**src/rtl/core_mem_arb.sv**
```systemverilog
// core_mem_arb: N-port arbiter onto one fixed-latency RAM port with size/alignment checking.
// Define MEM_ARB_RR_EN for round-robin arbitration; otherwise fixed priority (lowest index wins).
module core_mem_arb #(
    parameter int NUM_REQ = 2,
    parameter int AW      = 32,
    parameter int DW      = 32,
    parameter int RAM_LAT = 1
) (
    input  logic                  clk,
    input  logic                  rst_n,
    input  logic [NUM_REQ-1:0]    req,
    input  logic [NUM_REQ-1:0]    req_wen,
    input  logic [NUM_REQ*AW-1:0] req_addr,
    input  logic [2*NUM_REQ-1:0]  req_size,
    input  logic [NUM_REQ*DW-1:0] req_wdata,
    output logic [NUM_REQ-1:0]    req_ack,
    output logic [NUM_REQ-1:0]    rsp_valid,
    output logic                  rsp_err,
    output logic [DW-1:0]         rsp_rdata,
    output logic                  ram_en,
    output logic                  ram_wen,
    output logic [AW-1:0]         ram_addr,
    output logic [1:0]            ram_size,
    output logic [DW-1:0]         ram_din,
    input  logic [DW-1:0]         ram_rdata
);
    localparam int GW = $clog2(NUM_REQ);
    localparam int CW = $clog2(RAM_LAT + 1);
    typedef enum logic [1:0] {IDLE, ISSUE, WAIT, FAULT} state_t;
    state_t             r_state;
    logic [GW-1:0]      r_gnt;
    logic [CW-1:0]      r_cnt;
    logic               r_wr;
    logic [NUM_REQ-1:0] w_req;
    logic [GW-1:0]      w_idx;
    logic               w_any;
    logic [AW-1:0]      w_addr;
    logic [1:0]         w_size;
    logic               w_legal;
    // The port being acked this cycle has been consumed and must not be re-granted.
    assign w_req = req & ~req_ack;
`ifdef MEM_ARB_RR_EN
    logic [GW-1:0] r_last;
    always_comb begin
        w_idx = '0;
        w_any = 1'b0;
        for (int k = NUM_REQ; k >= 1; k--) begin
            if (w_req[(int'(r_last) + k) % NUM_REQ]) begin
                w_idx = GW'((int'(r_last) + k) % NUM_REQ);
                w_any = 1'b1;
            end
        end
    end
`else
    always_comb begin
        w_idx = '0;
        for (int i = NUM_REQ - 1; i >= 0; i--) begin
            if (w_req[i]) w_idx = GW'(i);
        end
    end
    assign w_any = |w_req;
`endif
    assign w_addr  = req_addr[int'(w_idx)*AW +: AW];
    assign w_size  = req_size[int'(w_idx)*2 +: 2];
    assign w_legal = (w_size == 2'b00) || (w_size == 2'b01 && !w_addr[0]) ||
                     (w_size == 2'b10 && w_addr[1:0] == 2'b00);
    // Read data is taken straight from the RAM in the response cycle, when it is valid.
    assign rsp_rdata = (|rsp_valid && !rsp_err && !r_wr) ? ram_rdata : '0;
    always_ff @(posedge clk or negedge rst_n) begin
        if (!rst_n) begin
            r_state   <= IDLE;
            r_gnt     <= '0;
            r_cnt     <= '0;
            r_wr      <= 1'b0;
            req_ack   <= '0;
            rsp_valid <= '0;
            rsp_err   <= 1'b0;
            ram_en    <= 1'b0;
            ram_wen   <= 1'b0;
            ram_addr  <= '0;
            ram_size  <= '0;
            ram_din   <= '0;
`ifdef MEM_ARB_RR_EN
            r_last    <= GW'(NUM_REQ - 1);
`endif
        end else begin
            req_ack   <= '0;
            rsp_valid <= '0;
            rsp_err   <= 1'b0;
            ram_en    <= 1'b0;
            ram_wen   <= 1'b0;
            case (r_state)
                ISSUE: begin
                    r_cnt   <= CW'(RAM_LAT - 1);
                    r_state <= (RAM_LAT == 1) ? IDLE : WAIT;
                    if (RAM_LAT == 1) rsp_valid <= NUM_REQ'(1) << r_gnt;
                end
                WAIT: begin
                    r_cnt <= r_cnt - 1'b1;
                    if (r_cnt <= CW'(1)) begin
                        r_state   <= IDLE;
                        rsp_valid <= NUM_REQ'(1) << r_gnt;
                    end
                end
                default: begin
                    r_state <= IDLE;
                    if (w_any) begin
                        r_gnt   <= w_idx;
                        req_ack <= NUM_REQ'(1) << w_idx;
`ifdef MEM_ARB_RR_EN
                        r_last  <= w_idx;
`endif
                        if (w_legal) begin
                            r_state  <= ISSUE;
                            r_wr     <= req_wen[w_idx];
                            ram_en   <= 1'b1;
                            ram_wen  <= req_wen[w_idx];
                            ram_addr <= w_addr;
                            ram_size <= w_size;
                            ram_din  <= req_wdata[int'(w_idx)*DW +: DW];
                        end else begin
                            r_state   <= FAULT;
                            r_wr      <= 1'b0;
                            rsp_valid <= NUM_REQ'(1) << w_idx;
                            rsp_err   <= 1'b1;
                        end
                    end
                end
            endcase
        end
    end
endmodule

```
**config.mk**
```make
export PLATFORM = sky130hd
export DESIGN_NAME = core_mem_arb
export DESIGN_NICKNAME = d
export VERILOG_FILES = /design/src/rtl/core_mem_arb.sv
export SDC_FILE = /design/constraint.sdc
export NUM_CORES = 1
export LEC_CHECK = 0
export BUFFER_PORTS_ARGS = -buffer_cell sky130_fd_sc_hd__buf_4
export CAP_MARGIN = 20
export CORE_MARGIN = 2
export CORE_UTILIZATION = 38
export CTS_CLUSTER_SIZE = 10
export DETAILED_ROUTE_END_ITERATION = 6
export HOLD_SLACK_MARGIN = 0.05
export PLACE_DENSITY_LB_ADDON = 0.25
export SLEW_MARGIN = 25
export SYNTH_ARGS = -nofsm -noshare
export SYNTH_HDL_FRONTEND = slang
export SYNTH_SLANG_ARGS = --single-unit
export TNS_END_PERCENT = 30
```
**constraint.sdc**
```tcl
create_clock -name clk -period 1.78 [get_ports clk]
set_input_delay 0.267 -clock clk [delete_from_list [all_inputs] [get_ports clk]]
set_output_delay 0.267 -clock clk [all_outputs]
set_load 0.01 [all_outputs]
```
# Word-level counts from Yosys, hierarchy flattened

Cells that the tools add are included.

Add/subtract/negate cells: 1
Shifts and indexed selects: 5
Eq/ne operators: 5
$lt $le $gt $ge: 2
Reductions and logical operators: 17
Bitwise operators: 3
Muxes and demuxes: 25

Operators with widths:

| operator                                                   | count |
|---|---|
| indexed part select 64 x 7 -> 32 bit                       | 2 |
| 2-to-1 mux 32 bit                                          | 1 |
| 2-to-1 mux 2 bit                                           | 8 |
| 2-to-1 mux 1 bit                                           | 13 |
| case mux 2 bit (2 select lines)                            | 2 |
| OR reduction 2 bit                                         | 3 |
| equality test 2 x 1 -> 1 bit, second input constant        | 2 |
| equality test 2 bit, second input constant                 | 2 |
| logical AND 1 bit                                          | 4 |
| logical NOT 2 bit                                          | 2 |
| indexed part select 4 x 3 -> 2 bit                         | 1 |
| left shift 1 x 1 -> 2 bit, first input constant            | 2 |
| logical NOT 1 bit                                          | 3 |
| AND reduction 3 bit                                        | 1 |
| AND 2 bit                                                  | 1 |
| logical OR 1 bit                                           | 2 |
| less-than comparator 1 x 2 -> 1 bit, second input constant | 1 |
| != test 2 bit, second input constant                       | 1 |
| NOT 2 bit                                                  | 1 |
| case mux 1 bit (2 select lines)                            | 1 |
| AND reduction 2 bit                                        | 1 |
| nonzero test 2 bit                                         | 1 |
| <= comparator 1 bit, second input constant                 | 1 |
| NOT 1 bit                                                  | 1 |
| subtractor 1 bit, second input constant                    | 1 |

Register bits after elaboration: 78
Logic and storage cells: 70
Input port bits: 170
Output and inout bits: 105

# Longest topological paths before layout

Depth after elaboration: 12
Depth in mapped cells: 8
Gate-level depth less buffers: 6

# Least setup slack after synthesis

Ideal clock, no wire load.

Path type: register to register
Start point: reg r_state[1]
End point: reg ram_addr[10]
Path slack: -0.116 ns
Arrival time: 1.771 ns
Data required time: 1.655 ns
Path buffers: 2
Cell stages (with the launch flop): 9
Setup time: 0.125 ns
Period minus slack after synthesis: 1.896 ns
Cells stage by stage: dfrtp_1 > inv_1 > ha_1 > o21ai_2 > inv_2 > o221a_2 > buf_6 > buf_6 > mux2_4

Cells in the longest elaborated chain, start to end: 4
Elaborated cells on any way between the ends: 5
Those cells by class: eq/ne: 2; bitwise: 1; reduce/logical: 2

RTL lines:

| element                                                             | line | text |
|---|---|---|
| from (decl)                                                         | 30   | `state_t r_state;` |
| from (signal assigned)                                              | 95   | `r_state <= (RAM_LAT == 1) ? IDLE : WAIT;` |
| equality test 2 bit or equality test 2 x 1 -> 1 bit (tied branches) | 92   | `case (r_state)` |
| OR reduction 2 bit (no source line) *                               | n/a  |  |
| NOT 1 bit (no source line) *                                        | n/a  |  |
| AND reduction 3 bit (no source line) *                              | n/a  |  |
| to (signal assigned)                                                | 118  | `ram_addr <= w_addr;` |
| to (decl)                                                           | 22   | `output logic [AW-1:0] ram_addr,` |

Mark *: on every way between the ends. The rest lies on a longest branch, timed or not.
A chain may end at the register's enable or synchronous reset.

==> impl_metrics.csv <==
group,metric,value,unit
drt,vias,3517,
drt,wl_met2,6060,um
clock_tree,clockRootBuffer,"clkbuf_8",
synth,syn_avg_cell_area,13.7,um2
setup_path,worst_path_most_repeated_cell,"buf_6",
die,placementRows,38,
run_status,status,"finished with violations",
sta,skew,0.0111,ns
sta,max_freq,549,MHz
setup_path,end_kind,"output port",
setup_path,r2r_start,"r_state[1]",
die,initial_core_util,0.385,
sta,slew_headroom,0.708,
clock_tree,path_clk_slew,0.08,ns
drt,drc,0,
power,leakagePower,0.00349,uW
final_layout,final_cell_count_no_fill,739,
placed_design,place_inst,718,
die,die_y,108,um
clock_tree,cts_buffers,9,
setup_path,critPathTopFamily,"buffers and inverters",
setup_path,cp_max_fo,8,
setup_path,r2r_end,"ram_din[5]",
sta,drv_slew,0,
synth,syn-num-nets,474,
sta,rsz0062_at_grt,"true",
synth,postSynthCellCount,302,
global_routing,antenna_found_initial,0,
setup_path,crit_start,"r_state[1]",
sta,finalHoldViolCount,0,
final_layout,final_core_util,0.647,
placed_design,dp_hpwl,9020,um
drt,highest_layer,"met4",
synth,synth_area,4140,um2
global_routing,grt_use_total,0.193,
synth,ys_seq_area_frac,0.460,
global_routing,grt_pass1_wl,17500,um
die,ios,275,
synth,yosys_register_bits,76,
drt,firstDrtPassIters,4,
synth,synth.distinct_cells,34,
drt,wl_met1,4680,um
power,power_density,1600,nW/um2
clock_tree,h-tree-depth,3,
die,die_w,108,um
sta,tightestPinTransition,0.438,ns
final_layout,antenna_cells,0,
setup_path,timing.critical_path.to,"rsp_rdata[24]",
setup_path,path_cells,"buf_6 -> nor3_4 -> buf_6 -> and2_4 -> buf_6",
min_path,holdCritPathClass,"primary input to register",
setup_path,crit_arrival,1.55,ns
global_routing,grt_max_degree,44,
final_layout,design_area,6950,um2
clock_tree,clk_latency,0.35,ns
drt,totalWireLength,11900,um
drt,antenna_left,0,
synth,yosysWarnings,0,
setup_path,crit_cells,5,
setup_path,max_stage_delay,0.39,ns
synth,async_flop_share,1.00,
setup_path,reg2regPathDepth,8,
drt,met3_length,824,um
final_layout,num-nets-final,766,
final_layout,areaGrowthSynthToFinish,68.0,%
clock_tree,clkSinkCount,76,
drt,routed_via_density,4.76,
placed_design,portBuffers,274,
setup_path,critPathLaunchType,"register",
power,finalPower,11200,uW
synth,ys.flop_type,"dfrtp_1",
clock_tree,clock_path_buffers,2,
drt,first_iter_violations,95,
power,ir_worst_vdd,0.000720,V
setup_path,worst_path_max_delay_cell,"dfrtp_1",
placed_design,place.gp.congestion,0.792,
sta,setup_viol,55,
global_routing,gr-total-overflow,0,
sta,min_period_over_period,1.02,
placed_design,dpl-instance-area,6480,um2
final_layout,drive_gt1_frac,0.776,
job,cap_violations,0,
setup_path,crit_buf_inv,3,
sta,fin_ws,-0.0409,ns
global_routing,grt_pass1_vias,3542,
setup_path,path_class,"register to output port",
die,die_area,11700,um2
setup_path,critPathRequiredTime,1.51,ns
drt,wl_per_cell,16.1,um
die,core_region_area,10700,um2
setup_path,ff2ff_setup_slack,-0.03,ns
sta,finalCriticalPeriod,1.82,ns
run_status,violations,"negative setup slack",
synth,synth-edff-count,0,
clock_tree,cts_tree,"yes",
==> how the worst min path moves through the flow <==
stage | from | to | slack, ns | cells after the start
4_1_cts | req_wdata[45] | ram_din[13] | 0.25 | 3
5_1_grt | req_addr[20] | ram_addr[20] | 0.26 | 3
6_report | req_wdata[45] | ram_din[13] | 0.27 | 3
3_5_place_dp | rst_n | ram_addr[10] | 0.24 | 1
2_1_floorplan | rst_n | r_gnt | -0.03 | 0
3_3_place_gp | rst_n | ram_addr[11] | 0.24 | 1
==> metrics by stage <==
step	setup TNS [ns]	hold slack (ns)	setup WS, ns
after global routing	-6.52	0.259	-0.136
after global placement	-0.0437	0.238	-0.0173
after floorplan	-0.690	-0.0286	-0.0215
after detailed placement	-1.24	0.239	-0.0772
after CTS	-2.31	0.252	-0.0754
final	-1.21	0.272	-0.0409
==> kinds of logic (layout without fill, tap and decap cells) <==
logic type                 Yosys count  after routing  synth area share
DFF                                 76             76             0.460
buffers and inverters               23            320            0.0387
adders and majority gates            2              2           0.00605
AOI/OAI and AO/OA                   22             22            0.0402
and+or+nand+nor                     52             52            0.0759
muxes                              127            127             0.379
==> worst register-to-register path, cell delays in order (launching register included) <==
cell,delay [ns]
dfrtp_1,0.37
buf_4,0.12
inv_2,0.03
ha_4,0.27
o21ai_4,0.05
inv_2,0.06
o221a_4,0.24
buf_12,0.22
mux2_2,0.35
==> state kept, by name, indices dropped and copies added (netlist names) <==
signal,cells
ram_en,1
req_ack,2
rsp_valid,2
r_state,2
ram_wen,1
ram_addr,32
r_gnt,1
ram_size,2
ram_din,32
r_wr,1
==> synthesized netlist by cell type, drive strengths merged (3+ instances only) <==
cell / count / area (um2)
mux2: 127 / 1570
dfrtp: 76 / 1900
and2: 33 / 206
buf: 13 / 123
inv: 6 / 22.5
nand3: 5 / 25.0
o21ai: 5 / 28.8
clkbuf: 4 / 15.0
nor2: 4 / 15.0
a211oi: 3 / 22.5
o21a: 3 / 22.5
o22a: 3 / 26.3
==> power by group <==
| part | switching [uW] | total, uW | internal, uW |
|---|---|---|---|
| sequential | 513 | 3130 | 2610 |
| clock | 668 | 1510 | 840 |
| combinational | 2490 | 6520 | 4020 |
| total | 3670 | 11200 | 7480 |
==> routing by layer <==
metal / vias to the layer above / global-route usage
met5: - / 0
met4: 0 / 0.0824
met3: 26 / 0.0440
met2: 148 / 0.330
met1: 1687 / 0.232
li1: 1656 / -
==> timing repair <==
action,CTS,global route
endpoints found under the hold margin,31,0
setup buffers,2,0
pin swaps,2,7
hold buffers,1,0
resized for setup,13,44
cloned,2,0
endpoints found under the setup margin,35,93
==> layout make-up <==
cell class | instances | area (um2)
well taps | 140 | 175
repair buffers | 298 | 2390
inverters | 6 | 22.5
multi-input cells | 203 | 2230
flip-flops and latches | 76 | 1900
fillers | 863 | 3790
clock inverters | 6 | 93.8
clock buffers | 10 | 138
==> cells in the final DEF (no fill, tap or decap), drive strengths merged <==
master and count:
a211oi 3, a21o 1, a21oi 1, a22o 1, and2 33, and2b 2, buf 297, bufinv 2
clkbuf 10, clkinv 1, clkinvlp 1, dfrtp 76, dlygate4sd3 1, ha 2, inv 8, mux2 127
nand2 2, nand2b 2, nand3 5, nor2 4, nor3 1, nor4 1, o21a 3, o21ai 5
o21ba 1, o221a 1, o22a 3, o22ai 1, o32ai 2, or2 1, or4 1
Note: power is estimated with default switching activity, not from simulation.
